<file path="config.mk">
export PLATFORM = sky130hd
export DESIGN_NAME = proc_sequencer
export DESIGN_NICKNAME = d
export VERILOG_FILES = /design/src/rtl/proc_sequencer.sv
export SDC_FILE = /design/constraint.sdc
export NUM_CORES = 1
export LEC_CHECK = 0
export CAP_MARGIN = 30
export CORE_ASPECT_RATIO = 0.6
export CORE_MARGIN = 2
export CORE_UTILIZATION = 40
export CTS_CLUSTER_DIAMETER = 80
export DETAILED_ROUTE_END_ITERATION = 10
export DONT_BUFFER_PORTS = 1
export REMOVE_ABC_BUFFERS = 1
export SLEW_MARGIN = 20
export SYNTH_ARGS = -nofsm -noshare
export SYNTH_HDL_FRONTEND = slang
export SYNTH_SLANG_ARGS = --single-unit
</file>
<file path="constraint.sdc">
create_clock -name clk -period 3.61 [get_ports clk]
set_clock_uncertainty 0.05 [all_clocks]
set_input_delay 0.5415 -clock clk [delete_from_list [all_inputs] [get_ports clk]]
set_output_delay 0.5415 -clock clk [all_outputs]
set_load 0.05 [all_outputs]
</file>
<file path="src/rtl/proc_sequencer.sv">
// Instruction fetch/issue sequencer. It owns the PC, offers fetched instructions to the
// datapath over a valid/ready handshake, and retires NOP/HALT locally with an EXEC watchdog.
module proc_sequencer #(
  parameter logic [7:0]  RESET_PC     = 8'h00,
  parameter logic [7:0]  NOP_OPCODE   = 8'h00,
  parameter logic [7:0]  HALT_OPCODE  = 8'hFF,
  parameter int unsigned EXEC_TIMEOUT = 64
) (
  input  logic        clk,
  input  logic        reset_n,
  input  logic        start,
  input  logic        stop,
  output logic [7:0]  ins_address,
  input  logic [7:0]  ins_bus,
  output logic [7:0]  ir,
  output logic        ir_valid,
  input  logic        ir_ready,
  input  logic        exec_done,
  input  logic        br_taken,
  input  logic [7:0]  br_target,
  output logic        busy,
  output logic        halted,
  output logic        fault,
  output logic [15:0] retired
);

  localparam logic [2:0] ST_IDLE   = 3'd0;
  localparam logic [2:0] ST_FETCH  = 3'd1;
  localparam logic [2:0] ST_ISSUE  = 3'd2;
  localparam logic [2:0] ST_EXEC   = 3'd3;
  localparam logic [2:0] ST_HALTED = 3'd4;
  localparam logic [2:0] ST_FAULT  = 3'd5;

  localparam bit         WD_ENABLE = (EXEC_TIMEOUT != 0);
  localparam logic [7:0] WD_LIMIT  = 8'(EXEC_TIMEOUT);

  logic [2:0]  state_reg, state_next;
  logic [7:0]  pc_reg, pc_next;
  logic [7:0]  ir_reg, ir_next;
  logic [7:0]  wd_reg, wd_next;
  logic [15:0] retired_reg, retired_next;
  logic        ir_valid_reg, busy_reg, halted_reg, fault_reg;
  logic [7:0]  pc_inc;

  assign pc_inc = pc_reg + 8'd1;

  always_comb begin
    state_next   = state_reg;
    pc_next      = pc_reg;
    ir_next      = ir_reg;
    wd_next      = wd_reg;
    retired_next = retired_reg;
    case (state_reg)
      ST_IDLE: begin
        if (start && !stop) state_next = ST_FETCH;
      end
      ST_FETCH: begin
        if (stop) begin
          state_next = ST_IDLE;
        end else if (ins_bus == HALT_OPCODE) begin
          state_next = ST_HALTED;
        end else if (ins_bus == NOP_OPCODE) begin
          pc_next      = pc_inc;
          retired_next = retired_reg + 16'd1;
        end else begin
          ir_next    = ins_bus;
          state_next = ST_ISSUE;
        end
      end
      ST_ISSUE: begin
        if (ir_ready) begin
          state_next = ST_EXEC;
          wd_next    = 8'd0;
        end
      end
      ST_EXEC: begin
        // exec_done takes priority over a watchdog expiry in the same cycle
        if (exec_done) begin
          pc_next      = br_taken ? br_target : pc_inc;
          retired_next = retired_reg + 16'd1;
          state_next   = stop ? ST_IDLE : ST_FETCH;
        end else if (WD_ENABLE && (wd_reg + 8'd1 == WD_LIMIT)) begin
          state_next = ST_FAULT;
        end else if (WD_ENABLE) begin
          wd_next = wd_reg + 8'd1;
        end
      end
      ST_HALTED, ST_FAULT: begin
        if (start) begin
          pc_next    = RESET_PC;
          state_next = ST_FETCH;
        end
      end
      default: state_next = ST_IDLE;
    endcase
  end

  always_ff @(posedge clk or negedge reset_n) begin
    if (!reset_n) begin
      state_reg    <= ST_IDLE;
      pc_reg       <= RESET_PC;
      ir_reg       <= 8'h00;
      wd_reg       <= 8'd0;
      retired_reg  <= 16'h0000;
      ir_valid_reg <= 1'b0;
      busy_reg     <= 1'b0;
      halted_reg   <= 1'b0;
      fault_reg    <= 1'b0;
    end else begin
      state_reg    <= state_next;
      pc_reg       <= pc_next;
      ir_reg       <= ir_next;
      wd_reg       <= wd_next;
      retired_reg  <= retired_next;
      // status flags are decoded from the next state so they line up with state_reg
      ir_valid_reg <= (state_next == ST_ISSUE);
      busy_reg     <= (state_next == ST_FETCH) || (state_next == ST_ISSUE) ||
                      (state_next == ST_EXEC);
      halted_reg   <= (state_next == ST_HALTED) || (state_next == ST_FAULT);
      fault_reg    <= (state_next == ST_FAULT);
    end
  end

  assign ins_address = pc_reg;
  assign ir          = ir_reg;
  assign ir_valid    = ir_valid_reg;
  assign busy        = busy_reg;
  assign halted      = halted_reg;
  assign fault       = fault_reg;
  assign retired     = retired_reg;

endmodule

</file>
; ---- After elaboration in Yosys (flattened, before gate mapping)
; Cells that the tools add are included.
[totals]
regBits = 47
input_bits = 23
output_inout_bits = 36
wordCells = 76
[classes]
addsub = 3
eq_ne = 20
mux = 26
n_bitwise = 3
n_reduce_logical = 15
[op_table]
columns = cell, n
row1 = 2-to-1 mux 8 bit, 9
row2 = 2-to-1 mux 16 bit, 4
row3 = one-hot mux 16 bit (2 select lines), 1
row4 = 2-to-1 mux 3 bit, 8
row5 = one-hot mux 8 bit (3 select lines), 1
row6 = adder 16 x 1 -> 16 bit (second input constant), 1
row7 = adder 8 x 1 -> 8 bit (second input constant), 2
row8 = inequality test 2 bit (second input constant), 8
row9 = one-hot mux 8 bit (2 select lines), 1
row10 = one-hot mux 3 bit (5 select lines), 1
row11 = == test 3 x 2 -> 1 bit (second input constant), 4
row12 = == test 3 bit (second input constant), 4
row13 = == test 8 x 7 -> 1 bit (second input constant), 1
row14 = == test 8 bit (second input constant), 1
row15 = zero test 8 bit, 1
row16 = AND reduction 4 bit, 2
row17 = == test 3 x 1 -> 1 bit (second input constant), 2
row18 = AND reduction 6 bit, 1
row19 = AND reduction 5 bit, 1
row20 = nonzero test 2 bit, 2
row21 = zero test 3 bit, 1
row22 = logical OR 1 bit, 3
row23 = NOT 1 bit, 3
row24 = nonzero test 3 bit, 1
row25 = 4 further kinds, 4

; ---- Longest topological paths before layout
; Gate-level depths: netlist (run 1).
[logic_depth]
word_depth = 8
mapped_depth = 8
depth_no_buf = 6

; ---- Least setup slack after synthesis (run 1)
; No wires, ideal clock.
[synth_path]
kind = in2reg
startpoint = input ins_bus[1]
endpoint = register retired_reg[4] (netlist: retired[4])
setup_ps = 144
arrival_time_ps = 1640
t_required_ps = 3416
slack_ps = 1777
path_stages = 6
path_buffers = 1
path_cell_list = nor4_1 -> nand3_1 -> a21oi_1 -> buf_2 -> nand4_1 -> xnor2_1
[synth_between]
elab_chain_len = 3
elab_cells_between_ends = 5
cone_classes = eq/ne: 3 / reduce/logical: 2
[synth_rtl]
columns = element, line
row1 = "start, declared", 14  ; input logic [7:0] ins_bus,
row2 = == test 8 bit / zero test 8 bit (equally long branches), "60, 62"
row3 = inequality test 2 bit (no source line), --
row4 = AND reduction 5 bit (no source line) (*), --
row5 = "end signal, assigned", 114  ; retired_reg <= retired_next;
row6 = "end, declared", 41  ; logic [15:0] retired_reg, retired_next;
; Every way passes the cells marked *; elsewhere a longest branch is shown, timed or not.
; A chain may end at the register's enable or synchronous reset.

; ---- Worst setup path after layout (run 1)
[layout_path]
startpoint = input ins_bus[1]
endpoint = register retired_reg[10] (netlist: retired[10])
; Same word-level chain as after synthesis.

==> tab_implementation.tex, run 1 <==
\begin{tabular}{lr}
\hline
Metric & Value \\
\hline
\multicolumn{2}{l}{\textbf{STA}} \\
\quad RSZ-0062 raised after global routing & false \\
\quad Final min period & 2.21 ns \\
\quad Actual transition at the worst max-transition pin & 0.905 ns \\
\quad Final Hold Violating Endpoints & 0 \\
\quad Peak clock frequency supported by timing & 0.453 GHz \\
\quad Max-Slew Margin vs Limit & 0.396 \\
\quad Crit path setup slack, layout & 1.40 ns \\
\quad Final Setup Violations & 0 \\
\quad Final clock period utilization by the worst path & 0.612 \\
\quad Sum Neg Setup Slack & 0 ns \\
\quad Count of pins over their slew limit & 0 \\
\multicolumn{2}{l}{\textbf{Detailed routing}} \\
\quad First DRT Iteration DRCs & 98 \\
\quad Total wirelength of the detailed-routed design & 5.56 mm \\
\quad Antenna viol nets, final & 0 \\
\quad Post-detailed-route via-to-cell ratio & 5.62 \\
\quad Detailed-route DRC error count & 0 \\
\quad First drt pass iteration count & 4 \\
\quad Drt wl/cell & 17.5 um \\
\quad Total via count after detailed routing & 1,780 \\
\multicolumn{2}{l}{\textbf{Cells and area}} \\
\quad Layout cell share with drive strength beyond 1 & 0.105 \\
\quad Area added between synthesis and finish & 8.44\% \\
\quad Number of antenna repair diodes & 0 \\
\quad Commonest non-fill, non-tap cells in the layout & dfrtp\_1, nand2\_1, nand3\_1 \\
\quad Post-layout nets & 262 \\
\quad Commonest non-fill, non-tap cell in the layout & dfrtp\_1 \\
\quad Max reg flops & 16 \\
\quad Number of standard cells in the final layout excluding fillers & 317 \\
\multicolumn{2}{l}{\textbf{Power}} \\
\quad Part of the power in the clock network & 0.194 \\
\quad Post-route total power & 0.00207 W \\
\quad Power density cells & 781 nW/um2 \\
\quad Internal power & 0.00108 W \\
\quad Worst IR Drop VDD & 0.445 mV \\
\quad Net load switching power & 0.000992 W \\
\quad P\_leak & 1.14 nW \\
\quad Share of total power in combinational logic & 0.205 \\
\quad Net switching share of the total power & 0.479 \\
\quad Portion of total power attributed to sequential cells & 0.601 \\
\multicolumn{2}{l}{\textbf{Status}} \\
\quad Status & completed \\
\multicolumn{2}{l}{\textbf{Synthesis}} \\
\quad Post-synth design cell area & 2440 um2 \\
\quad Sequential area share after synthesis & 0.481 \\
\quad Number of standard cells after synthesis & 236 \\
\quad Ys flop type & dfrtp\_1 \\
\quad EDFF count, synth & 0 \\
\quad Asr flop ratio synth & 1.00 \\
\quad Synth unique cells & 51 \\
\quad Post-synthesis sequential element count & 47 \\
\quad YS warnings & 0 \\
\quad Average instance area after synthesis & 10.4 um2 \\
\multicolumn{2}{l}{\textbf{Floorplanning}} \\
\quad I/O pin count & 59 \\
\quad Floorplan die area & 6770 um2 \\
\quad Width of the die & 105 um \\
\quad Area of the core & 5730 um2 \\
\quad Floorplan row count & 21 \\
\quad Initial Util & 0.427 \\
\quad DIE HEIGHT & 64.6 um \\
\multicolumn{2}{l}{\textbf{Setup path}} \\
\quad Worst-path cell with the longest stage delay & a21oi\_1 \\
\quad Crit path max fanout & 11 \\
\quad Critical path cell sequence & nor4\_1 > nand3\_1 > a21oi\_1 > nand4\_1 > xnor2\_1 \\
\quad Path type of the worst setup path & input port to flip-flop \\
\quad Endpoint of the worst-slack reg-to-reg timing path & retired[10]\$\_DFFE\_PN0P\_ \\
\quad Worst setup SP type & input port \\
\quad Endpoint kind of the worst setup timing path & flip-flop \\
\quad Worst stage delay on the critical path & 0.75 ns \\
\quad FF-to-FF Start & state\_reg[1]\$\_DFF\_PN0\_ \\
\quad Required time reported for the critical path endpoint & 3.73 ns \\
\quad Worst r2r path cells & 5 \\
\quad Arr. time, crit path & 2.33 ns \\
\quad Worst setup slack for register-to-register paths & 1.41 ns \\
\multicolumn{2}{l}{\textbf{Clocking}} \\
\quad Root Buffer & clkbuf\_8 \\
\quad Clock latency on the worst-skew pair & 0.30 ns \\
\quad TritonCTS clock tree & done \\
\quad CTS hold repair buffers & 1 \\
\quad Maximum clock insertion buffer count & 2 \\
\quad Resize count post-CTS & 0 \\
\quad Sink Count & 47 \\
\quad Number of buffers added for setup after CTS & 0 \\
\quad Clock-pin slew of the registers on the worst-case setup and hold paths & 0.09 ns \\
\quad Number of H-tree levels & 2 \\
\quad Number of CTS-inserted buffers & 5 \\
\multicolumn{2}{l}{\textbf{Flow run}} \\
\quad MaxCap Viol Count & 0 \\
\multicolumn{2}{l}{\textbf{Global route}} \\
\quad Initial antenna violation count & 0 \\
\quad Global-route total usage across every layer & 0.176 \\
\quad Number of global-route vias before repair & 1,828 \\
\quad Maximum number of pins on one net before global-route repair & 48 \\
\quad Congestion Overflow GR & 0 \\
\quad Global-route wire length before repair & 9.33 mm \\
\multicolumn{2}{l}{\textbf{Place}} \\
\quad Placer congestion estimate & 0.805 \\
\quad Placed wire-length estimate after detailed placement & 4.09 mm \\
\quad Number of placed cells counting well taps & 308 \\
\quad Worst slack at placement & 1.16 ns \\
\quad Buffers added on ports & 0 \\
\multicolumn{2}{l}{\textbf{Hold path}} \\
\quad Class of the tightest hold or removal check & input port to asynchronous set/reset pin \\
\hline
\end{tabular}
## worst max path at each step
stage / start / end / slack (ns) / cells past startpoint
floorplan: ins_bus[1] / retired[10]$_DFFE_PN0P_ / 1.59 / 5
global placement: ins_bus[1] / retired[11]$_DFFE_PN0P_ / 1.24 / 5
detailed placement: ins_bus[1] / retired[10]$_DFFE_PN0P_ / 1.16 / 5
CTS: state_reg[1]$_DFF_PN0_ / retired[10]$_DFFE_PN0P_ / 1.45 / 5
global route: ins_bus[1] / retired[13]$_DFFE_PN0P_ / 1.18 / 5
finish: ins_bus[1] / retired[10]$_DFFE_PN0P_ / 1.40 / 5
## cells in the mapped netlist, types with 4 or more instances
cell / n / area (um2)
inv_1: 5 / 18.8
nand4_1: 11 / 68.8
nand2b_1: 6 / 37.5
a21oi_1: 9 / 45.0
nand2_1: 20 / 75.1
dfrtp_1: 47 / 1180
xor2_1: 5 / 43.8
nor2_1: 12 / 45.0
mux2_2: 7 / 78.8
a21o_1: 6 / 45.0
and3_1: 6 / 37.5
buf_2: 7 / 35.0
xnor2_1: 13 / 114
nand3_1: 14 / 70.1
o21ai_0: 10 / 50.1
a22o_1: 9 / 78.8
o211ai_1: 4 / 30.0
## logic make-up after synthesis
logic type / Yosys count / synth area share
simple gates: 88 / 0.198
compound gates: 58 / 0.180
flops: 47 / 0.481
xor+xnor: 18 / 0.0645
buf+inv: 14 / 0.0251
mux: 8 / 0.0363
fa+ha+maj: 3 / 0.0154
## area by class of cell
class / count / area (um2)
Clock buffer: 6 / 82.6
Clock inverter: 2 / 35.0
Fill cell: 561 / 3080
Inverter: 6 / 22.5
Multi-Input combinational cell: 175 / 1210
Sequential cell: 47 / 1180
Tap cell: 80 / 100
Timing Repair Buffer: 1 / 27.5
## routing by layer
layer	GRT usage	up-vias	part of all wire
met4	0.0417	0	0.0043
met3	0.0734	2	0.087
li1	-	881	-
met1	0.261	849	0.52
met5	0	-	0
met2	0.234	48	0.39
## metrics by stage
step	area [um2]	hold slack, ns	util
global placement	2510	0.197	0.438
finish	2650	0.0365	0.463
detailed placement	2510	0.197	0.438
CTS	2650	0.0383	0.463
global route	2650	0.0457	0.463
floorplan	2410	0.196	-
## power groups by stage
stage / Combinational, W / Sequential, W / Clock (W)
6_report: 0.000424 / 0.00125 / 0.000402
5_1_grt: 0.000490 / 0.00128 / 0.000427
4_1_cts: 0.000425 / 0.00124 / 0.000411
3_5_place_dp: 0.000410 / 0.00125 / 0
3_3_place_gp: 0.000403 / 0.00125 / 0
2_1_floorplan: 0.000340 / 0.00120 / 0
## worst max-delay path, delay by kind of cell
kind                      cells  cell delay, ns
and+or+nand+nor               3            0.84
AOI/OAI and AO/OA             1            0.75
xor gates and xnor gates      1            0.18
Power figures use the tool's default switching activity.
==> inputs of run 2 (changes only) <==
- clock period: 3.61 -> 2.2 ns (I/O delays scaled with it)
==> tab_implementation.tex, run 2 (synthesized netlist as in run 1, its figures left out) <==
\begin{tabular}{lr}
\hline
Metric & Value \\
\hline
\multicolumn{2}{l}{\textbf{Power}} \\
\quad P\_leak & 1.25 nW \\
\quad Portion of total power attributed to sequential cells & 0.506 \\
\quad Net switching share of the total power & 0.471 \\
\quad Part of the power in the clock network & 0.178 \\
\quad Power density cells & 1230 nW/um2 \\
\quad Net load switching power & 0.00163 W \\
\quad Internal power & 0.00183 W \\
\quad Worst IR Drop VDD & 0.675 mV \\
\quad Share of total power in combinational logic & 0.316 \\
\multicolumn{2}{l}{\textbf{Floorplanning}} \\
\quad I/O pin count & 59 \\
\quad Initial Util & 0.427 \\
\quad Floorplan row count & 21 \\
\quad Width of the die & 105 um \\
\quad DIE HEIGHT & 64.6 um \\
\quad Area of the core & 5730 um2 \\
\quad Floorplan die area & 6770 um2 \\
\multicolumn{2}{l}{\textbf{STA}} \\
\quad Final Setup Violations & 0 \\
\quad Peak clock frequency supported by timing & 0.512 GHz \\
\quad RSZ-0062 raised after global routing & false \\
\quad Actual transition at the worst max-transition pin & 0.567 ns \\
\quad Final clock period utilization by the worst path & 0.888 \\
\quad Final min period & 1.95 ns \\
\quad Sum Neg Setup Slack & 0 ns \\
\quad Max-Slew Margin vs Limit & 0.622 \\
\quad Final Hold Violating Endpoints & 0 \\
\quad Count of pins over their slew limit & 0 \\
\multicolumn{2}{l}{\textbf{Setup path}} \\
\quad Critical path capture point & wd\_reg[6]\$\_DFFE\_PN0P\_ \\
\quad Worst setup slack for register-to-register paths & 0.25 ns \\
\quad Worst path bufs/invs & 0 \\
\quad Worst-path cell with the longest stage delay & dfrtp\_1 \\
\quad Arr. time, crit path & 2.09 ns \\
\quad Worst stage delay on the critical path & 0.43 ns \\
\quad Critical path cell sequence & ha\_1 > nand3b\_1 > a311o\_1 > a22oi\_4 > nor2\_1 > a211o\_1 \\
\quad Required time reported for the critical path endpoint & 2.34 ns \\
\quad Top Family by Delay on Critical Path & compound AO/OA/AOI/OAI gates \\
\quad Number of gates on the worst path with buffers counted & 6 \\
\quad Endpoint of the worst-slack reg-to-reg timing path & wd\_reg[6]\$\_DFFE\_PN0P\_ \\
\quad Worst setup SP type & flip-flop \\
\quad Worst r2r path cells & 6 \\
\quad Crit path max fanout & 8 \\
\quad Endpoint kind of the worst setup timing path & flip-flop \\
\quad FF-to-FF Start & wd\_reg[0]\$\_DFFE\_PN0P\_ \\
\quad Worst setup path start & wd\_reg[0]\$\_DFFE\_PN0P\_ \\
\quad Path type of the worst setup path & flip-flop to flip-flop \\
\multicolumn{2}{l}{\textbf{Cells and area}} \\
\quad Final core occ & 0.491 \\
\quad Commonest non-fill, non-tap cells in the layout & dfrtp\_1, buf\_4, nand2\_1 \\
\quad Post-layout nets & 285 \\
\quad Filler cells & 553 \\
\quad Max reg flops & 16 \\
\quad Number of antenna repair diodes & 0 \\
\quad Layout cell share with drive strength beyond 1 & 0.174 \\
\quad Area added between synthesis and finish & 15.0\% \\
\quad Commonest non-fill, non-tap cell in the layout & dfrtp\_1 \\
\multicolumn{2}{l}{\textbf{Detailed routing}} \\
\quad Detailed-route DRC error count & 0 \\
\quad Antenna viol nets, final & 0 \\
\quad Total via count after detailed routing & 1,881 \\
\quad First DRT Iteration DRCs & 124 \\
\quad Total wirelength of the detailed-routed design & 5.61 mm \\
\quad Post-detailed-route via-to-cell ratio & 5.55 \\
\quad First drt pass iteration count & 4 \\
\quad Drt wl/cell & 16.5 um \\
\multicolumn{2}{l}{\textbf{Clocking}} \\
\quad Root Buffer & clkbuf\_8 \\
\quad Clock-pin slew of the registers on the worst-case setup and hold paths & 0.08 ns \\
\quad TritonCTS clock tree & done \\
\quad Maximum clock insertion buffer count & 2 \\
\quad Number of buffers added for setup after CTS & 0 \\
\quad Number of CTS-inserted buffers & 5 \\
\quad Number of H-tree levels & 2 \\
\quad Clock latency on the worst-skew pair & 0.30 ns \\
\quad Sink Count & 47 \\
\multicolumn{2}{l}{\textbf{Place}} \\
\quad Placer congestion estimate & 0.800 \\
\quad Buffers added on ports & 0 \\
\quad Placed wire-length estimate after detailed placement & 4.19 mm \\
\multicolumn{2}{l}{\textbf{Global route}} \\
\quad Global-route total usage across every layer & 0.182 \\
\quad Congestion Overflow GR & 0 \\
\quad Global-route wire length before repair & 9.65 mm \\
\quad Number of global-route vias before repair & 1,925 \\
\quad Initial antenna violation count & 0 \\
\quad Maximum number of pins on one net before global-route repair & 48 \\
\multicolumn{2}{l}{\textbf{Hold path}} \\
\quad Class of the tightest hold or removal check & input port to flip-flop \\
\multicolumn{2}{l}{\textbf{Flow run}} \\
\quad MaxCap Viol Count & 0 \\
\multicolumn{2}{l}{\textbf{Status}} \\
\quad Status & completed \\
\hline
\end{tabular}
run 2: final cells by class:
cell class / instances / area, um2 / share of cell area
multi-input cells: 175 / 1210 / 0.429
flip-flops and latches: 47 / 1180 / 0.418
repair buffers: 24 / 203 / 0.0721
well taps: 80 / 100 / 0.0356
clock buffers: 6 / 72.6 / 0.0258
clock inverters: 1 / 30.0 / 0.0107
inverters: 6 / 22.5 / 0.00801
run 2: how the worst min path moves through the flow:
stage	from	slack, ns	endpoint	depth (start not counted)
after CTS	ins_bus[3]	0.11	ir[3]$_DFFE_PN0P_	2
final	ins_bus[3]	0.12	ir[3]$_DFFE_PN0P_	2
after floorplan	reset_n	-0.02	busy$_DFF_PN0_	0
after detailed placement	reset_n	-0.01	fault$_DFF_PN0_	0
after global routing	ins_bus[5]	0.11	ir[5]$_DFFE_PN0P_	1
after global placement	reset_n	-0.01	busy$_DFF_PN0_	0
run 2: stage by stage:
step | area, um2 | instances | setup slack, ns | hold slack (ns) | power (W)
final | 2810 | 339 | 0.246 | 0.122 | 0.00346
after floorplan | 2410 | 228 | 0.395 | -0.0156 | 0.00252
after detailed placement | 2670 | 330 | 0.287 | -0.0147 | 0.00284
after CTS | 2810 | 339 | 0.281 | 0.113 | 0.00349
after global placement | 2670 | 330 | 0.298 | -0.0140 | 0.00282
after global routing | 2810 | 339 | 0.129 | 0.115 | 0.00369
run 2: routing by layer:
| metal | track usage | wire [um] | part of all wire |
|---|---|---|---|
| met5 | 0 | 0 | 0 |
| met4 | 0.0583 | 65 | 0.012 |
| met3 | 0.0594 | 366 | 0.065 |
| met2 | 0.254 | 2180 | 0.39 |
| met1 | 0.264 | 3000 | 0.53 |
run 2: power by group through the flow:
| stage | Sequential, W | Clock, W | Combinational (W) |
|---|---|---|---|
| floorplan | 0.00196 | 0 | 0.000558 |
| global placement | 0.00177 | 0 | 0.00105 |
| detailed placement | 0.00177 | 0 | 0.00107 |
| CTS | 0.00175 | 0.000635 | 0.00110 |
| global route | 0.00180 | 0.000672 | 0.00121 |
| finish | 0.00175 | 0.000615 | 0.00109 |
run 2: what timing repair did:
| item | CTS | global route |
|---|---|---|
| hold endpoints to repair | 47 | 0 |
| resized for setup | 0 | 0 |
| hold buffers | 2 | 0 |
==> RTL change, RTL diff (flow settings as in run 2) <==
Remove the register `fault_reg`: a continuous assignment takes its place, so the output `fault` follows one clock earlier.
--- a/src/rtl/proc_sequencer.sv
+++ b/src/rtl/proc_sequencer.sv
@@ -105,7 +105,6 @@
       ir_valid_reg <= 1'b0;
       busy_reg     <= 1'b0;
       halted_reg   <= 1'b0;
-      fault_reg    <= 1'b0;
     end else begin
       state_reg    <= state_next;
       pc_reg       <= pc_next;
@@ -117,9 +116,10 @@
       busy_reg     <= (state_next == ST_FETCH) || (state_next == ST_ISSUE) ||
                       (state_next == ST_EXEC);
       halted_reg   <= (state_next == ST_HALTED) || (state_next == ST_FAULT);
-      fault_reg    <= (state_next == ST_FAULT);
     end
   end
+
+  assign fault_reg = (state_next == ST_FAULT);
 
   assign ins_address = pc_reg;
   assign ir          = ir_reg;
Function: same outputs for any inputs over 10 cycles, from zero or initial values and one cycle with reset_n low; that may be too few to reach the edited logic, so the function may still have changed.
==> RTL change against run 2 <==
The run now ends with setup timing left. First-iteration DRC count is 23% higher. Power up 3.9%. Register-to-register slack got worse by 80 ps. Area after synthesis is 1.0% lower. Maximum frequency down 16%. Synthesized cell count decreased by 0.42%. Cell area grew 6.2%. Setup slack lost 370 ps. Sequential cell count shrank 1. Wire length is 7.5% higher. Largest cell class unchanged.
==> RTL change: results <==
metrics = {
    "pwr": {
        "p_clk_mw": 0.620,
        "p_comb_share_pct": 35.3,
    },
    "drt": {
        "dr.first_iter.drc_count": 153,
        "drtPass1Iterations": 5,
        "wl_um": 6028,
    },
    "synthesis": {
        "synth_area_leaders": "dfrtp_1 (48%), xnor2_1 (4.7%), a22o_1 (3.3%), mux2_2 (3.3%), nand2_1 (3.1%)",
        "syn-cell-area_sq_um": 2420,
        "synth_common_cells": "dfrtp_1 (46), nand2_1 (20), nand3_1 (14), xnor2_1 (13), nor2_1 (12)",
    },
    "grt": {
        "grt_pass1_wl_um": 9735,
        "grt_start_max_net_pins": 47,
    },
    "layout": {
        "drive_gt1_share_pct": 25.71,
        "clk_share_pct": 3.562,
        "nClkBuffers": 7,
        "bufAreaShareNonClock_pct": 12.49,
        "fin_nets": 305,
        "buffers": 45,
        "multi_input_area_sq_um": 1230,
    },
    "critical_path": {
        "critPathArrivalTime_ps": 1940,
        "slowest_stage": "dfrtp_2",
    },
    "status": {
        "outcome": "finished, violations left",
        "violations": "setup timing",
    },
    "timing": {
        "finalSetupViolations": 1,
        "setup_ws_ps": -122.2,
        "tightest_slew_ps": 573.4,
    },
    "placement": {
        "place_hpwl_um": 4355,
    },
    "clock_network": {
        "clock_sinks": 46,
    },
}
[RTL change: cell count changes after synthesis]
cell     before  now
dfrtp_1      47   46
[RTL change: repair_timing]
item,in CTS,in global routing
setup buffers,8,4
endpoints found under the setup margin,1,1
resized for setup,3,4
hold buffers,2,0
pin swaps,2,3
hold endpoints to repair,46,0
[RTL change: cell families after synthesis]
group | count (synthesis) | share of synthesized area [%]
adders and majority gates | 3 | 1.551
and+or+nand+nor | 88 | 20.01
DFF | 46 | 47.57
muxes | 8 | 3.671
buffers and inverters | 14 | 2.533
xor gates and xnor gates | 18 | 6.515
AOI/OAI and AO/OA | 58 | 18.15
[RTL change: per-layer routing]
metal / global-route usage (%) / routed length (um)
met4: 4.392 / 38
met1: 27.17 / 3014
met3: 7.143 / 562
met2: 25.25 / 2414
met5: 0 / 0
[RTL change: worst paths after layout]
check / startpoint / end / slack, ps / depth (start not counted)
max in group asynchronous: reset_n / ins_address[6] / 1400 / 2
min in group asynchronous: reset_n / wd_reg[6] / 470 / 2
max: wd_reg[0] / fault / -120 / 7
max reg2reg: wd_reg[0] / wd_reg[6] / 170 / 7
min: ins_bus[3] / ir[3] / 120 / 2
min reg2reg: ins_address[2] / ins_address[2] / 500 / 1
[RTL change: through the flow]
stage / std cells / hold WS [ps] / util, % / TNS [ps]
6_report: 360 / 123.0 / 52.36 / -122.2
5_1_grt: 360 / 112.0 / 52.36 / -211.0
4_1_cts: 356 / 120.5 / 51.57 / -85.16
3_5_place_dp: 338 / -14.61 / 47.82 / 0
3_3_place_gp: 338 / -14.64 / 47.82 / 0
2_1_floorplan: 227 / -15.59 / - / 0
